File: config.mk
export PLATFORM = sky130hd
export DESIGN_NAME = ps2_direction_decoder
export DESIGN_NICKNAME = d
export VERILOG_FILES = /design/src/rtl/ps2_keys_pkg.sv /design/src/rtl/ps2_rx.sv /design/src/rtl/ps2_direction_decoder.sv
export SDC_FILE = /design/constraint.sdc
export NUM_CORES = 1
export LEC_CHECK = 0
export CORE_ASPECT_RATIO = 1.2
export CORE_MARGIN = 1.5
export CORE_UTILIZATION = 40
export CTS_CLUSTER_DIAMETER = 200
export DETAILED_ROUTE_END_ITERATION = 10
export SYNTH_ARGS = -nofsm -noshare
export SYNTH_HDL_FRONTEND = slang
export SYNTH_SLANG_ARGS = --single-unit
File: constraint.sdc
create_clock -name clk -period 3.9 [get_ports clk]
set_input_delay 0.78 -clock clk [delete_from_list [all_inputs] [get_ports clk]]
set_output_delay 0.78 -clock clk [all_outputs]
set_load 0.03 [all_outputs]
File: src/rtl/ps2_keys_pkg.sv
`default_nettype none
// +-------------------------------------------------------------------+
// | ps2_keys_pkg : scan codes, direction encodings and decoder states |
// | Revision 1.0                                                      |
// +-------------------------------------------------------------------+
package ps2_keys_pkg;

  localparam logic [7:0] c_sc_e0    = 8'hE0;
  localparam logic [7:0] c_sc_f0    = 8'hF0;
  localparam logic [7:0] c_sc_w     = 8'h1D;
  localparam logic [7:0] c_sc_s     = 8'h1B;
  localparam logic [7:0] c_sc_a     = 8'h1C;
  localparam logic [7:0] c_sc_d     = 8'h23;
  localparam logic [7:0] c_sc_space = 8'h29;
  localparam logic [7:0] c_sc_up    = 8'h75;
  localparam logic [7:0] c_sc_down  = 8'h72;
  localparam logic [7:0] c_sc_left  = 8'h6B;
  localparam logic [7:0] c_sc_right = 8'h74;

  localparam logic [3:0] DIR_UP    = 4'b0001;
  localparam logic [3:0] DIR_DOWN  = 4'b0010;
  localparam logic [3:0] DIR_LEFT  = 4'b0100;
  localparam logic [3:0] DIR_RIGHT = 4'b1000;
  localparam logic [3:0] DIR_NONE  = 4'b0000;

  // Bit positions inside the held register.
  localparam int         c_num_keys  = 9;
  localparam logic [3:0] c_key_w     = 4'd0;
  localparam logic [3:0] c_key_s     = 4'd1;
  localparam logic [3:0] c_key_a     = 4'd2;
  localparam logic [3:0] c_key_d     = 4'd3;
  localparam logic [3:0] c_key_up    = 4'd4;
  localparam logic [3:0] c_key_down  = 4'd5;
  localparam logic [3:0] c_key_left  = 4'd6;
  localparam logic [3:0] c_key_right = 4'd7;
  localparam logic [3:0] c_key_space = 4'd8;
  localparam logic [3:0] c_key_none  = 4'hF;

  typedef enum logic [1:0] {
    ST_IDLE    = 2'd0,
    ST_EXT     = 2'd1,
    ST_BRK     = 2'd2,
    ST_EXT_BRK = 2'd3
  } dec_state_t;

  function automatic logic [3:0] key_index(input logic [7:0] code, input logic ext);
    logic [3:0] idx;
    idx = c_key_none;
    if (!ext) begin
      case (code)
        c_sc_w:     idx = c_key_w;
        c_sc_s:     idx = c_key_s;
        c_sc_a:     idx = c_key_a;
        c_sc_d:     idx = c_key_d;
        c_sc_space: idx = c_key_space;
        default:    idx = c_key_none;
      endcase
    end else begin
      case (code)
        c_sc_up:    idx = c_key_up;
        c_sc_down:  idx = c_key_down;
        c_sc_left:  idx = c_key_left;
        c_sc_right: idx = c_key_right;
        default:    idx = c_key_none;
      endcase
    end
    return idx;
  endfunction

  function automatic logic [3:0] key_dir(input logic [3:0] idx);
    logic [3:0] dir;
    case (idx)
      c_key_w, c_key_up:       dir = DIR_UP;
      c_key_s, c_key_down:     dir = DIR_DOWN;
      c_key_a, c_key_left:     dir = DIR_LEFT;
      c_key_d, c_key_right:    dir = DIR_RIGHT;
      default:                 dir = DIR_NONE;
    endcase
    return dir;
  endfunction

endpackage
`default_nettype wire

File: src/rtl/ps2_rx.sv
`default_nettype none
// +-------------------------------------------------------------------+
// | ps2_rx : PS/2 synchroniser, clock filter, frame receiver, timeout |
// | Revision 1.0                                                      |
// +-------------------------------------------------------------------+
module ps2_rx #(
  parameter int FILTER_LEN     = 8,
  parameter int TIMEOUT_CYCLES = 20000
) (
  input  logic       clk,
  input  logic       rst,
  input  logic       ps2_clk,
  input  logic       ps2_data,
  output logic       rx_valid,
  output logic [7:0] rx_byte,
  output logic       frame_err
);

  localparam int FW = (FILTER_LEN > 1) ? $clog2(FILTER_LEN) : 1;
  localparam int TW = $clog2(TIMEOUT_CYCLES + 1);
  localparam logic [FW-1:0] c_filt_last = FW'(FILTER_LEN - 1);
  localparam logic [TW-1:0] c_to_last   = TW'(TIMEOUT_CYCLES);

  logic [1:0]    r_clk_sync;
  logic [1:0]    r_dat_sync;
  logic [FW-1:0] r_filt_cnt;
  logic          r_filt_clk;
  logic          r_filt_clk_d;
  logic [3:0]    r_bit_cnt;
  logic [7:0]    r_shift;
  logic          r_parity;
  logic [TW-1:0] r_to_cnt;
  logic          w_fall;
  logic          w_din;

  assign w_fall = r_filt_clk_d & ~r_filt_clk;
  assign w_din  = r_dat_sync[1];

  // The filtered clock only follows the synchronised clock after a full run of equal samples.
  always_ff @(posedge clk or posedge rst) begin
    if (rst) begin
      r_clk_sync   <= 2'b11;
      r_dat_sync   <= 2'b11;
      r_filt_cnt   <= '0;
      r_filt_clk   <= 1'b1;
      r_filt_clk_d <= 1'b1;
    end else begin
      r_clk_sync   <= {r_clk_sync[0], ps2_clk};
      r_dat_sync   <= {r_dat_sync[0], ps2_data};
      r_filt_clk_d <= r_filt_clk;
      if (r_clk_sync[1] == r_filt_clk) begin
        r_filt_cnt <= '0;
      end else if (r_filt_cnt == c_filt_last) begin
        r_filt_clk <= r_clk_sync[1];
        r_filt_cnt <= '0;
      end else begin
        r_filt_cnt <= r_filt_cnt + 1'b1;
      end
    end
  end

  always_ff @(posedge clk or posedge rst) begin
    if (rst) begin
      r_bit_cnt <= 4'd0;
      r_shift   <= 8'h00;
      r_parity  <= 1'b0;
      r_to_cnt  <= '0;
      rx_valid  <= 1'b0;
      rx_byte   <= 8'h00;
      frame_err <= 1'b0;
    end else begin
      rx_valid  <= 1'b0;
      frame_err <= 1'b0;
      if (w_fall) begin
        r_to_cnt <= '0;
        case (r_bit_cnt)
          4'd0: begin
            if (w_din) begin
              frame_err <= 1'b1;
            end else begin
              r_bit_cnt <= 4'd1;
              r_parity  <= 1'b0;
            end
          end
          4'd10: begin
            r_bit_cnt <= 4'd0;
            // r_parity accumulates data and parity bits, so odd parity leaves it set.
            if (r_parity && w_din) begin
              rx_valid <= 1'b1;
              rx_byte  <= r_shift;
            end else begin
              frame_err <= 1'b1;
            end
          end
          default: begin
            r_parity  <= r_parity ^ w_din;
            r_bit_cnt <= r_bit_cnt + 4'd1;
            if (r_bit_cnt <= 4'd8) begin
              r_shift <= {w_din, r_shift[7:1]};
            end
          end
        endcase
      end else if (r_bit_cnt != 4'd0) begin
        if (r_to_cnt == c_to_last) begin
          frame_err <= 1'b1;
          r_bit_cnt <= 4'd0;
          r_to_cnt  <= '0;
        end else begin
          r_to_cnt <= r_to_cnt + 1'b1;
        end
      end
    end
  end

endmodule
`default_nettype wire

File: src/rtl/ps2_direction_decoder.sv
`default_nettype none
// +-------------------------------------------------------------------+
// | ps2_direction_decoder : PS/2 keys to one-hot direction and fire   |
// | Revision 1.0                                                      |
// +-------------------------------------------------------------------+
module ps2_direction_decoder
  import ps2_keys_pkg::*;
#(
  parameter int FILTER_LEN     = 8,
  parameter int TIMEOUT_CYCLES = 20000
) (
  input  logic       clk,
  input  logic       rst,
  input  logic       ps2_clk,
  input  logic       ps2_data,
  output logic [3:0] direction,
  output logic       fire,
  output logic       rx_valid,
  output logic [7:0] rx_byte,
  output logic       frame_err
);

  logic                  w_rx_valid;
  logic [7:0]            w_rx_byte;
  logic                  w_frame_err;
  dec_state_t            r_state;
  dec_state_t            w_state_nx;
  logic [c_num_keys-1:0] r_held;
  logic [c_num_keys-1:0] w_held_nx;
  logic [c_num_keys-1:0] w_key_mask;
  logic [3:0]            r_last_dir;
  logic [3:0]            w_last_nx;
  logic [3:0]            w_key;
  logic [3:0]            w_dh;
  logic [3:0]            w_dir_nx;
  logic                  w_is_make;
  logic                  w_is_brk;
  logic                  w_ext;

  ps2_rx #(
    .FILTER_LEN     (FILTER_LEN),
    .TIMEOUT_CYCLES (TIMEOUT_CYCLES)
  ) u_rx (
    .clk       (clk),
    .rst       (rst),
    .ps2_clk   (ps2_clk),
    .ps2_data  (ps2_data),
    .rx_valid  (w_rx_valid),
    .rx_byte   (w_rx_byte),
    .frame_err (w_frame_err)
  );

  assign rx_valid  = w_rx_valid;
  assign rx_byte   = w_rx_byte;
  assign frame_err = w_frame_err;

  always_comb begin
    w_state_nx = r_state;
    w_is_make  = 1'b0;
    w_is_brk   = 1'b0;
    w_ext      = 1'b0;
    if (w_frame_err) begin
      w_state_nx = ST_IDLE;
    end else if (w_rx_valid) begin
      unique case (r_state)
        ST_IDLE: begin
          if (w_rx_byte == c_sc_e0)      w_state_nx = ST_EXT;
          else if (w_rx_byte == c_sc_f0) w_state_nx = ST_BRK;
          else                           w_is_make  = 1'b1;
        end
        ST_EXT: begin
          if (w_rx_byte == c_sc_f0)      w_state_nx = ST_EXT_BRK;
          else if (w_rx_byte == c_sc_e0) w_state_nx = ST_EXT;
          else begin
            w_is_make  = 1'b1;
            w_ext      = 1'b1;
            w_state_nx = ST_IDLE;
          end
        end
        ST_BRK: begin
          w_is_brk   = 1'b1;
          w_state_nx = ST_IDLE;
        end
        ST_EXT_BRK: begin
          w_is_brk   = 1'b1;
          w_ext      = 1'b1;
          w_state_nx = ST_IDLE;
        end
        default: w_state_nx = ST_IDLE;
      endcase
    end
  end

  always_comb begin
    w_key      = key_index(w_rx_byte, w_ext);
    w_key_mask = (w_key == c_key_none) ? '0 : (c_num_keys'(1) << w_key);
    w_held_nx  = r_held;
    w_last_nx  = r_last_dir;
    if (w_is_make) begin
      w_held_nx = r_held | w_key_mask;
      // Repeats of a held key still move the last-pressed marker.
      if (key_dir(w_key) != DIR_NONE) w_last_nx = key_dir(w_key);
    end else if (w_is_brk) begin
      w_held_nx = r_held & ~w_key_mask;
    end
  end

  always_comb begin
    w_dh[0] = w_held_nx[c_key_w] | w_held_nx[c_key_up];
    w_dh[1] = w_held_nx[c_key_s] | w_held_nx[c_key_down];
    w_dh[2] = w_held_nx[c_key_a] | w_held_nx[c_key_left];
    w_dh[3] = w_held_nx[c_key_d] | w_held_nx[c_key_right];
    if ((w_last_nx & w_dh) != 4'b0000) w_dir_nx = w_last_nx;
    else if (w_dh[0])                  w_dir_nx = DIR_UP;
    else if (w_dh[1])                  w_dir_nx = DIR_DOWN;
    else if (w_dh[2])                  w_dir_nx = DIR_LEFT;
    else if (w_dh[3])                  w_dir_nx = DIR_RIGHT;
    else                               w_dir_nx = DIR_NONE;
  end

  always_ff @(posedge clk or posedge rst) begin
    if (rst) begin
      r_state    <= ST_IDLE;
      r_held     <= '0;
      r_last_dir <= DIR_NONE;
      direction  <= DIR_NONE;
      fire       <= 1'b0;
    end else begin
      r_state    <= w_state_nx;
      r_held     <= w_held_nx;
      r_last_dir <= w_last_nx;
      direction  <= w_dir_nx;
      fire       <= w_held_nx[c_key_space];
    end
  end

endmodule
`default_nettype wire

[Word level (Yosys, flattened, before mapping)]
Memory sizes are Yosys's and may differ from the RTL's.
Cells that the tools add are included.
Cells by class
  add/sub/neg operators: 3
  order comparisons: 1
  eq/ne operators: 22
  shifts and indexed selects: 1
  muxes and demuxes: 57
  bitwise logic cells: 14
  reduce and logical (&&, ||, !) cells: 17
Operators with widths (number)
  4-bit two-way mux: 15
  15-bit two-way mux: 3
  8-bit by 7-bit == test with 1-bit output (second input constant): 4
  9-bit two-way mux: 3
  8-bit by 5-bit == test with 1-bit output (second input constant): 3
  1-bit two-way mux: 21
  4-bit one-hot mux with 5 select lines: 1
  8-bit by 6-bit == test with 1-bit output (second input constant): 2
  8-bit == test (second input constant): 2
  4-bit one-hot mux with 4 select lines: 1
  15-bit by 1-bit adder with 15-bit output (second input constant): 1
  15-bit == test (second input constant): 1
  3-bit AND reduction: 4
  4-bit nonzero test: 3
  2-bit two-way mux: 5
  9-bit AND: 1
  9-bit NOT: 1
  9-bit bitwise OR: 1
  1-bit by 4-bit left shift with 9-bit output (first input constant): 1
  4-bit == test (second input constant): 2
  1-bit one-hot mux with 2 select lines: 4
  4-bit one-hot mux with 2 select lines: 1
  3-bit two-way mux: 2
  2-bit one-hot mux with 3 select lines: 1
  other kinds (21): 32
Storage, ports and cells
  flip-flop bits (word level): 67
  bits in read-only memories: 64
  input port bits: 4
  output and inout bits: 15
  word-level logic and storage cells: 134
  memories: 2
Memories
  (no name shown): words 8, width 4, rd ports 1, clocked after Yosys merged registers in 0, wr ports 0, RTL line ps2_keys_pkg.sv:72  | case (idx)
  (no name shown): words 8, width 4, rd ports 1, clocked after Yosys merged registers in 0, wr ports 0, RTL line ps2_keys_pkg.sv:72

[Logic depth before layout (Yosys ltp)]
Gate-level depths: netlist (run 1).
  depth after elaboration: 19
  gate-level depth with buffers: 10
  depth with buffers taken out: 10

[By module]
From an unflattened synthesis (run 1), not the netlist that was laid out.
Unflattened totals
  cell total of the unflattened synthesis: 335
  area total of the unflattened synthesis: 3607.2 um2
By module, submodules not included
  ps2_rx: instances 1, cells each 187, area each 2187.1 um2, sequential area each 1183.6 um2
  ps2_direction_decoder: instances 1, cells each 148, area each 1420.1 um2, sequential area each 475.5 um2

[Least setup slack after synthesis (run 1)]
Ideal clock, no wire load.
  kind: register -> register
  from: register u_rx.rx_byte[2]
  to: register direction[1]
  library setup time: 126 ps
  data arrival time: 2932 ps
  data required time: 3774 ps
  slack: 842 ps
  stages on the path, launching flop included: 10
  buffers on the path: 1
  clock period less this slack: 3058 ps
  cells stage by stage: dfrtp_1 or4b_4 o311a_1 buf_6 and3_4 mux2_4 or2_4 a222oi_1 o21a_1 o21ai_0
On the way
  elaborated cells on any way between the ends: 50
  classes of those cells: 12 x eq/ne; 1 x shift; 25 x mux; 8 x bitwise; 2 x reduce/logical; 2 x memory
RTL lines
  start, declared: RTL line ps2_rx.sv:15  | output logic [7:0] rx_byte,
  start signal, assigned: RTL line ps2_rx.sv:90  | rx_byte <= r_shift;
  8-bit == test: RTL line ps2_direction_decoder.sv:67, ps2_direction_decoder.sv:73
  1-bit two-way mux: RTL line ps2_direction_decoder.sv:73  | else if (w_rx_byte == c_sc_e0) w_state_nx = ST_EXT;
  1-bit two-way mux: RTL line ps2_direction_decoder.sv:72  | if (w_rx_byte == c_sc_f0) w_state_nx = ST_EXT_BRK;
  1-bit one-hot mux with 2 select lines: RTL line ps2_direction_decoder.sv:65  | unique case (r_state)
  1-bit two-way mux: RTL line ps2_direction_decoder.sv:64  | end else if (w_rx_valid) begin
  1-bit two-way mux: RTL line ps2_direction_decoder.sv:62  | if (w_frame_err) begin
  4-bit two-way mux: RTL line ps2_keys_pkg.sv:49  | if (!ext) begin
  4-bit == test / 1-bit by 4-bit left shift with 9-bit output (equally long branches): RTL line ps2_direction_decoder.sv:96  | w_key_mask = (w_key == c_key_none) ? '0 : (c_num_keys'(1) << w_key);
  (+3 left out)
  9-bit two-way mux: RTL line ps2_direction_decoder.sv:103  | end else if (w_is_brk) begin
  9-bit two-way mux *: RTL line ps2_direction_decoder.sv:99  | if (w_is_make) begin
  via w_held_nx[7]: RTL line ps2_direction_decoder.sv:29  | logic [c_num_keys-1:0] w_held_nx;
  1-bit bitwise OR *: RTL line ps2_direction_decoder.sv:112  | w_dh[3] = w_held_nx[c_key_d] | w_held_nx[c_key_right];
  4-bit AND *: RTL line ps2_direction_decoder.sv:113  | if ((w_last_nx & w_dh) != 4'b0000) w_dir_nx = w_last_nx;
  4-bit nonzero test *: RTL line ps2_direction_decoder.sv:113
  4-bit two-way mux *: RTL line ps2_direction_decoder.sv:113
  via w_dir_nx[1]: RTL line ps2_direction_decoder.sv:35  | logic [3:0] w_dir_nx;
  end signal, assigned: RTL line ps2_direction_decoder.sv:132  | direction <= w_dir_nx;
  end, declared: RTL line ps2_direction_decoder.sv:16  | output logic [3:0] direction,
The timed path passes the listed nets; every way through them passes the cells marked *. The select of a mux whose other input is x is not followed.
A chain may end at the register's enable or synchronous reset.

[Final worst setup path (run 1)]
  from: register u_rx.rx_byte[2]
  to: register direction[2]
On the way
  elaborated cells on any way between the ends: 50
  classes of those cells: 12 x eq/ne; 1 x shift; 25 x mux; 8 x bitwise; 2 x reduce/logical; 2 x memory
RTL lines
  8-bit == test: RTL line ps2_direction_decoder.sv:67, ps2_direction_decoder.sv:73
  1-bit two-way mux: RTL line ps2_direction_decoder.sv:73
  1-bit two-way mux: RTL line ps2_direction_decoder.sv:72
  1-bit one-hot mux with 2 select lines: RTL line ps2_direction_decoder.sv:65
  1-bit two-way mux: RTL line ps2_direction_decoder.sv:64
  1-bit two-way mux: RTL line ps2_direction_decoder.sv:62
  4-bit two-way mux: RTL line ps2_keys_pkg.sv:49
  memory read 8 x 4 bit
  (+2 left out)
  4-bit nonzero test: RTL line ps2_direction_decoder.sv:102  | if (key_dir(w_key) != DIR_NONE) w_last_nx = key_dir(w_key);
  4-bit two-way mux: RTL line ps2_direction_decoder.sv:102
  4-bit two-way mux *: RTL line ps2_direction_decoder.sv:99
  via w_last_nx[2]: RTL line ps2_direction_decoder.sv:32  | logic [3:0] w_last_nx;
  4-bit AND: RTL line ps2_direction_decoder.sv:113
  4-bit nonzero test: RTL line ps2_direction_decoder.sv:113
  4-bit two-way mux *: RTL line ps2_direction_decoder.sv:113
  via w_dir_nx[2]: RTL line ps2_direction_decoder.sv:35
Marked as above.

==> results of run 1 <==
==> Yosys cell counts (3+ instances only) <==
cell	number
nand4_1	3
mux2i_1	3
nand3b_1	3
dfstp_2	6
and3_1	8
nor3b_1	4
a21oi_1	7
nor2_1	25
nand2_1	28
xor2_1	8
or3_1	3
nand3_1	13
dfrtp_1	60
mux2_2	18
inv_1	10
o21ai_0	20
nor2b_1	7
xnor2_1	4
nand2b_1	10
clkbuf_1	4
mux2_4	3
ha_1	8
nor3_1	7
o31ai_1	4
==> worst max-delay path: stages, from the launching register on <==
cell	delay, ns
dfrtp_1	0.52
or4b_4	0.60
o311ai_2	0.64
a211oi_1	0.09
a41o_2	0.31
mux2_4	0.33
a222oi_1	0.54
o21a_1	0.25
mux2i_1	0.08
==> stage by stage <==
| stage | setup WS (ns) | hold WS (ns) | std cells | power [W] |
|---|---|---|---|---|
| floorplan | 0.842 | 0.345 | 313 | 0.00110 |
| global placement | 0.559 | 0.347 | 421 | 0.00119 |
| detailed placement | 0.455 | 0.348 | 421 | 0.00120 |
| CTS | 0.436 | 0.360 | 437 | 0.00182 |
| global route | 0.139 | 0.366 | 437 | 0.00190 |
| finish | 0.432 | 0.358 | 437 | 0.00179 |
==> layout make-up <==
type | count | area, µm²
Clock inverter | 7 | 83.8
Timing Repair Buffer | 22 | 210
Fill cell | 777 | 4290
Sequential cell | 66 | 1660
Tap cell | 95 | 119
Clock buffer | 9 | 124
Multi-Input combinational cell | 228 | 1590
Inverter | 10 | 37.5
==> worst max-delay path by stage <==
stage                                     start                     end  slack [ns]  depth (start not counted)
detailed placement  u_rx.rx_byte[2]$_DFFE_PP0P_  direction[1]$_DFF_PP0_        0.45                          8
floorplan           u_rx.rx_byte[2]$_DFFE_PP0P_  direction[1]$_DFF_PP0_        0.84                          9
global placement    u_rx.rx_byte[2]$_DFFE_PP0P_  direction[1]$_DFF_PP0_        0.56                          8
CTS                 u_rx.rx_byte[2]$_DFFE_PP0P_  direction[3]$_DFF_PP0_        0.44                          8
finish              u_rx.rx_byte[2]$_DFFE_PP0P_  direction[2]$_DFF_PP0_        0.43                          8
global route        u_rx.rx_byte[2]$_DFFE_PP0P_  direction[2]$_DFF_PP0_        0.14                          8
==> cell families after synthesis <==
| kind of cell | share of synthesized area |
|---|---|
| buffers and inverters | 0.0266 |
| muxes | 0.0833 |
| DFF | 0.497 |
| xor gates and xnor gates | 0.0315 |
| AOI/OAI and AO/OA | 0.115 |
| adders and majority gates | 0.0300 |
| and+or+nand+nor | 0.216 |
==> routing by layer <==
metal / share of wire / vias to the layer above / GRT usage
li1: - / 1175 / -
met1: 0.45 / 1175 / 0.209
met2: 0.50 / 44 / 0.270
met3: 0.034 / 7 / 0.0448
met4: 0.013 / 0 / 0.0806
met5: 0 / - / 0
==> power breakdown <==
part | switching [W] | internal (W)
logic | 0.000204 | 0.000143
clock network | 0.000303 | 0.000308
registers | 0.0000657 | 0.000769
==> sequential cells by signal, summed over array words and instances (netlist names), 3 cells and up <==
signal,count
r_last_dir,4
direction,4
r_held,8
u_rx.r_shift,8
u_rx.rx_byte,8
u_rx.r_bit_cnt,4
u_rx.r_filt_cnt,3
u_rx.r_to_cnt,15
==> metrics.md, run 1 <==
| Metric | Value |
|---|---|
| Setup TNS | 0 ns |
| Fin crit period | between 3 and 4 ns |
| Final period util | 0.889 |
| Final Max Slew Viols | 0 |
| Top-area cell type share of the netlist area | 0.450 |
| Most frequent cells in the layout | 60 x dfrtp_1, 28 x nand2_1, 25 x nor2_1 |
| Final core occ | 0.471 |
| Crit path DAT | between 3 and 4 ns |
| RSZ-0062 raised after global routing | no |
| Core Box Area | about 0.0081 mm² |
| Layout cells sized above 1 | 0.173 |
| Worst skew pair latency | 0.34 ns |
| Largest net degree at the start of global routing | 33 |
| CTS Hold Buffers Added | 0 |
| Reg2reg start | u_rx.rx_byte[2]$_DFFE_PP0P_ |
| Routability cong. | between 0.8 and 0.9 |
| Setup violators final | 0 |
| Rel. slew slack | 0.537 |
| Initial DRC Count | just under 100 |
| Leading cell type in the layout, fill and taps excluded | dfrtp_1 |
| Post-route ant nets | 0 |
| Worst vdd ir | between 0.2 and 0.25 mV |
| Post-CTS sizing | 0 |
| Fin nets | roughly 350 |
| CP Class | flip-flop to flip-flop |
| Dominant cells by area after synthesis | dfrtp_1 45%, mux2_2 6.1%, dfstp_2 4.7% |
| Initial antenna violation count | 0 |
| Clk sinks | 66 |
| Drt pass-1 iters | 4 |
| Sequential share of the synthesized area | 0.497 |
| Setup Fix Bufs, Post-CTS | 0 |
| Cell area after synthesis | around 0.0033 mm² |
| Reg2reg path depth | 8 |
| Max-Cap Viols | 0 |
| EDFF count, synth | 0 |
| Die area | between 0.008 and 0.009 mm² |
| Clk buf depth | 2 |
| Clock Skews | around 0.0098 ns |
| Mapped Cells | 313 |
| Synthesized net count | 325 |
| CTS buffer count | 9 |
| Leakage | 1.69 nW |
| Nature of the critical path endpoint | flip-flop |
| CTS tree | built |
| Vias in the first global route | between 2000 and 2500 |
| Worst hold path startpoint | u_rx.r_clk_sync[0]$_DFF_PP1_ |
| GR Overflow Total | 0 |
| Unique masters post-synth | 61 |
| Critical Path Fanout Max | 14 |
| Final Hold Viols | 0 |
| First-pass GRT wire length | approximately 11000 µm |
| Post-synth ARST share | 1.00 |
| Die X-Extent | roughly 86 µm |
| Hold path depth | 0 |
| Pwr dens | 469 mW/mm² |
| GRT Util Overall | 0.167 |
| I/O Buffers | 18 |
| Die extent in y | just over 100 µm |
| Placement Cell Area | 0.00361 mm² |
| Syn-to-layout area delta | 14.6% |
| Dpl hpwl | between 4000 and 5000 µm |
| Worst Tran Pin Value | about 0.69 ns |
| Hold Crit Class | flip-flop to flip-flop |
| Synth area leader | dfrtp_1 |
| Critical path required time | 4.13 ns |
| Via-per-instance ratio | ~5.5 |
| Root Buffer | clkbuf_8 |
| CP Launch Type | flip-flop |
| Yosys reg bits | 66 |
| Total number of vias | around 2400 |
| Max Fclk | 0.288 GHz |
| Worst R2R End | direction[2]$_DFF_PP0_ |
| Initial Util | 0.411 |
| Clock transition at path regs | 0.09 ns |
| N_diodes | 0 |
| # H-tree levels | 3 |
| Num ports | 19 |
| Status | complete, no violations |
| WL final | 6650 µm |
| Average size of a mapped cell | between 10 and 15 µm² |
| Yosys warns | 0 |
| R2r setup slk | between 0.4 and 0.5 ns |
| Cell Rows | 36 |
| DR WL/cell | 15.2 µm |
| Post-synth top flop | dfrtp_1 |
| Post-route cell area | 0.00382 mm² |
| DRC viols | 0 |
| Hold Path End | u_rx.r_clk_sync[1]$_DFF_PP1_ |
Power figures use the tool's default switching activity.
==> run 2, diff against run 1 <==
--- a/config.mk
+++ b/config.mk
@@ -10,6 +10,7 @@
 export CORE_UTILIZATION = 40
 export CTS_CLUSTER_DIAMETER = 200
 export DETAILED_ROUTE_END_ITERATION = 10
+export REMOVE_ABC_BUFFERS = 1
 export SYNTH_ARGS = -nofsm -noshare
 export SYNTH_HDL_FRONTEND = slang
 export SYNTH_SLANG_ARGS = --single-unit
==> metrics.md, run 2 (synthesis gave the netlist of run 1 again) <==
| Metric | Value |
|---|---|
| Critical Path, Cell by Cell | or4b_4 > o311ai_2 > a211oi_1 > a41o_2 > mux2_4 > a222oi_1 > o21a_1 > mux2i_1 (unchanged) |
| Crit path DAT | 3.64 ns (was 3.70 ns) |
| I/O Buffers | 18 (unchanged) |
| Worst skew pair latency | 0.34 ns (about the same) |
| Power Total | 0.00177 W (was 0.00179 W) |
| Number of flip-flops in the largest register | 15 (unchanged) |
| Setup Fix Bufs, Post-CTS | 0 (unchanged) |
| Max Fclk | 0.292 GHz (was 0.288 GHz) |
| CTS tree | built (unchanged) |
| CTS Hold Buffers Added | 0 (unchanged) |
| Reg2reg path depth | 8 (unchanged) |
| Post-CTS sizing | 0 (unchanged) |
| Worst setup path endpoint | direction[3]$_DFF_PP0_ (was direction[2]$_DFF_PP0_) |
| Setup violators final | 0 (unchanged) |
| Crit path depth | 8 (unchanged) |
| Worst hold path startpoint | u_rx.r_clk_sync[0]$_DFF_PP1_ (unchanged) |
| GR Overflow Total | 0 (unchanged) |
| Die area | 0.00890 mm² (unchanged) |
| Initial DRC Count | 114 (was 98) |
| Worst vdd ir | 0.290 mV (was 0.229 mV) |
| RSZ-0062 raised after global routing | no (unchanged) |
| Die X-Extent | 86.4 µm (unchanged) |
| Status | complete, no violations (unchanged) |
| Fin nets | 347 (was 349) |
| Dpl hpwl | 4660 µm (was 4680 µm) |
| Clk sinks | 66 (unchanged) |
| Most frequent cells in the layout | 60 x dfrtp_1, 28 x nand2_1, 25 x nor2_1 (unchanged) |
| Rel. slew slack | 0.411 (was 0.537) |
| Nature of the critical path endpoint | flip-flop (unchanged) |
| Die extent in y | 103 µm (unchanged) |
| Via-per-instance ratio | 5.53 (was 5.49) |
| CP Launch Type | flip-flop (unchanged) |
| R2r setup slk | 0.48 ns (was 0.43 ns) |
| Leading cell type in the layout, fill and taps excluded | dfrtp_1 (unchanged) |
| CP Class | flip-flop to flip-flop (unchanged) |
| Hold WS | 0.356 ns (was 0.358 ns) |
| WL final | 6570 µm (was 6650 µm) |
| Core Box Area | 0.00811 mm² (unchanged) |
| Worst R2R End | direction[3]$_DFF_PP0_ (was direction[2]$_DFF_PP0_) |
| Fin crit period | 3.42 ns (was 3.47 ns) |
| GRT Util Overall | 0.165 (was 0.167) |
| Max-Cap Viols | 0 (unchanged) |
| Crit-path leading delay family | compound AO/OA/AOI/OAI gates (unchanged) |
| Reg2reg start | u_rx.rx_byte[2]$_DFFE_PP0P_ (unchanged) |
| Initial antenna violation count | 0 (unchanged) |
| Cell Rows | 36 (unchanged) |
| Routability cong. | 0.823 (was 0.830) |
| Largest net degree at the start of global routing | 37 (was 33) |
| Total number of vias | 2402 (was 2401) |
| Critical path required time | 4.12 ns (was 4.13 ns) |
| Leakage | 1.68 nW (was 1.69 nW) |
| Vias in the first global route | 2394 (was 2373) |
| Setup TNS | 0 ns (unchanged) |
| CP Launch Point | u_rx.rx_byte[2]$_DFFE_PP0P_ (unchanged) |
| DRC viols | 0 (unchanged) |
| Initial Util | 0.411 (unchanged) |
| Layout cells sized above 1 | 0.162 (was 0.173) |
| Largest Register | u_rx.r_to_cnt (unchanged) |
| Hold Crit Class | flip-flop to flip-flop (unchanged) |
| Drt pass-1 iters | 4 (unchanged) |
| Num ports | 19 (unchanged) |
| Syn-to-layout area delta | 14.4% (was 14.6%) |
| CP max stage delay | 0.65 ns (was 0.64 ns) |
| N_diodes | 0 (unchanged) |
| Root Buffer | clkbuf_8 (unchanged) |
| Clk buf depth | 2 (unchanged) |
| Clock transition at path regs | 0.07 ns (was 0.09 ns) |
| CP bufs+invs | 0 (unchanged) |
| Clock Skews | 0.00999 ns (was 0.00980 ns) |
| Slowest CP cell | o311ai_2 (unchanged) |
| # H-tree levels | 3 (unchanged) |
| CTS buffer count | 9 (unchanged) |
| Worst Tran Pin Value | 0.878 ns (was 0.693 ns) |
| Pwr dens | 465 mW/mm² (was 469 mW/mm²) |
| First-pass GRT wire length | 11200 µm (was 11500 µm) |
| Final period util | 0.878 (was 0.889) |
| Post-route ant nets | 0 (unchanged) |
| Final Hold Viols | 0 (unchanged) |
| Final Max Slew Viols | 0 (unchanged) |
| Critical Path Fanout Max | 14 (unchanged) |
| DR WL/cell | 15.1 µm (was 15.2 µm) |
[run 2: where the power goes]
group | internal, W | switching (W)
Sequential | 0.000769 | 0.0000653
Combinational | 0.000143 | 0.000203
Clock | 0.000344 | 0.000250
Total | 0.00126 | 0.000518
[run 2: per-layer routing]
metal  up-vias  part of all wire  GRT usage
met3        11             0.024     0.0352
met4         0             0.019     0.0856
met1      1180              0.48      0.202
met5         -                 0          0
li1       1172                 -          -
met2        39              0.48      0.273
[run 2: layout make-up]
| class | instances | area [µm²] |
|---|---|---|
| repair buffers | 20 | 208 |
| inverters | 10 | 37.5 |
| clock inverters | 2 | 35.0 |
| multi-input cells | 228 | 1590 |
| fillers | 770 | 4290 |
| well taps | 95 | 119 |
| flip-flops and latches | 66 | 1660 |
| clock buffers | 13 | 169 |
[run 2: how the worst min path moves through the flow]
stage | end | slack, ns | depth (start not counted)
finish | u_rx.r_clk_sync[1]$_DFF_PP1_ | 0.36 | 0
global route | u_rx.r_dat_sync[1]$_DFF_PP1_ | 0.36 | 0
CTS | u_rx.r_dat_sync[1]$_DFF_PP1_ | 0.36 | 0
detailed placement | u_rx.r_dat_sync[1]$_DFF_PP1_ | 0.35 | 0
global placement | u_rx.r_clk_sync[1]$_DFF_PP1_ | 0.35 | 0
floorplan | u_rx.r_clk_sync[1]$_DFF_PP1_ | 0.35 | 0
[run 2: metrics by stage]
step / cells / util / setup slack, ns / instance area, µm²
2_1_floorplan: 304 / - / 0.662 / 3280
3_3_place_gp: 419 / 0.445 / 0.568 / 3610
3_5_place_dp: 419 / 0.445 / 0.483 / 3610
4_1_cts: 434 / 0.471 / 0.477 / 3810
5_1_grt: 434 / 0.471 / 0.288 / 3810
6_report: 434 / 0.471 / 0.475 / 3810
==> run 3, diff against run 2 <==
--- a/config.mk
+++ b/config.mk
@@ -5,6 +5,7 @@
 export SDC_FILE = /design/constraint.sdc
 export NUM_CORES = 1
 export LEC_CHECK = 0
+export ABC_CLOCK_PERIOD_IN_PS = 3900
 export CORE_ASPECT_RATIO = 1.2
 export CORE_MARGIN = 1.5
 export CORE_UTILIZATION = 40
==> results of run 3 <==
No change in the layout: final DEF, timing and power equal those of run 2.
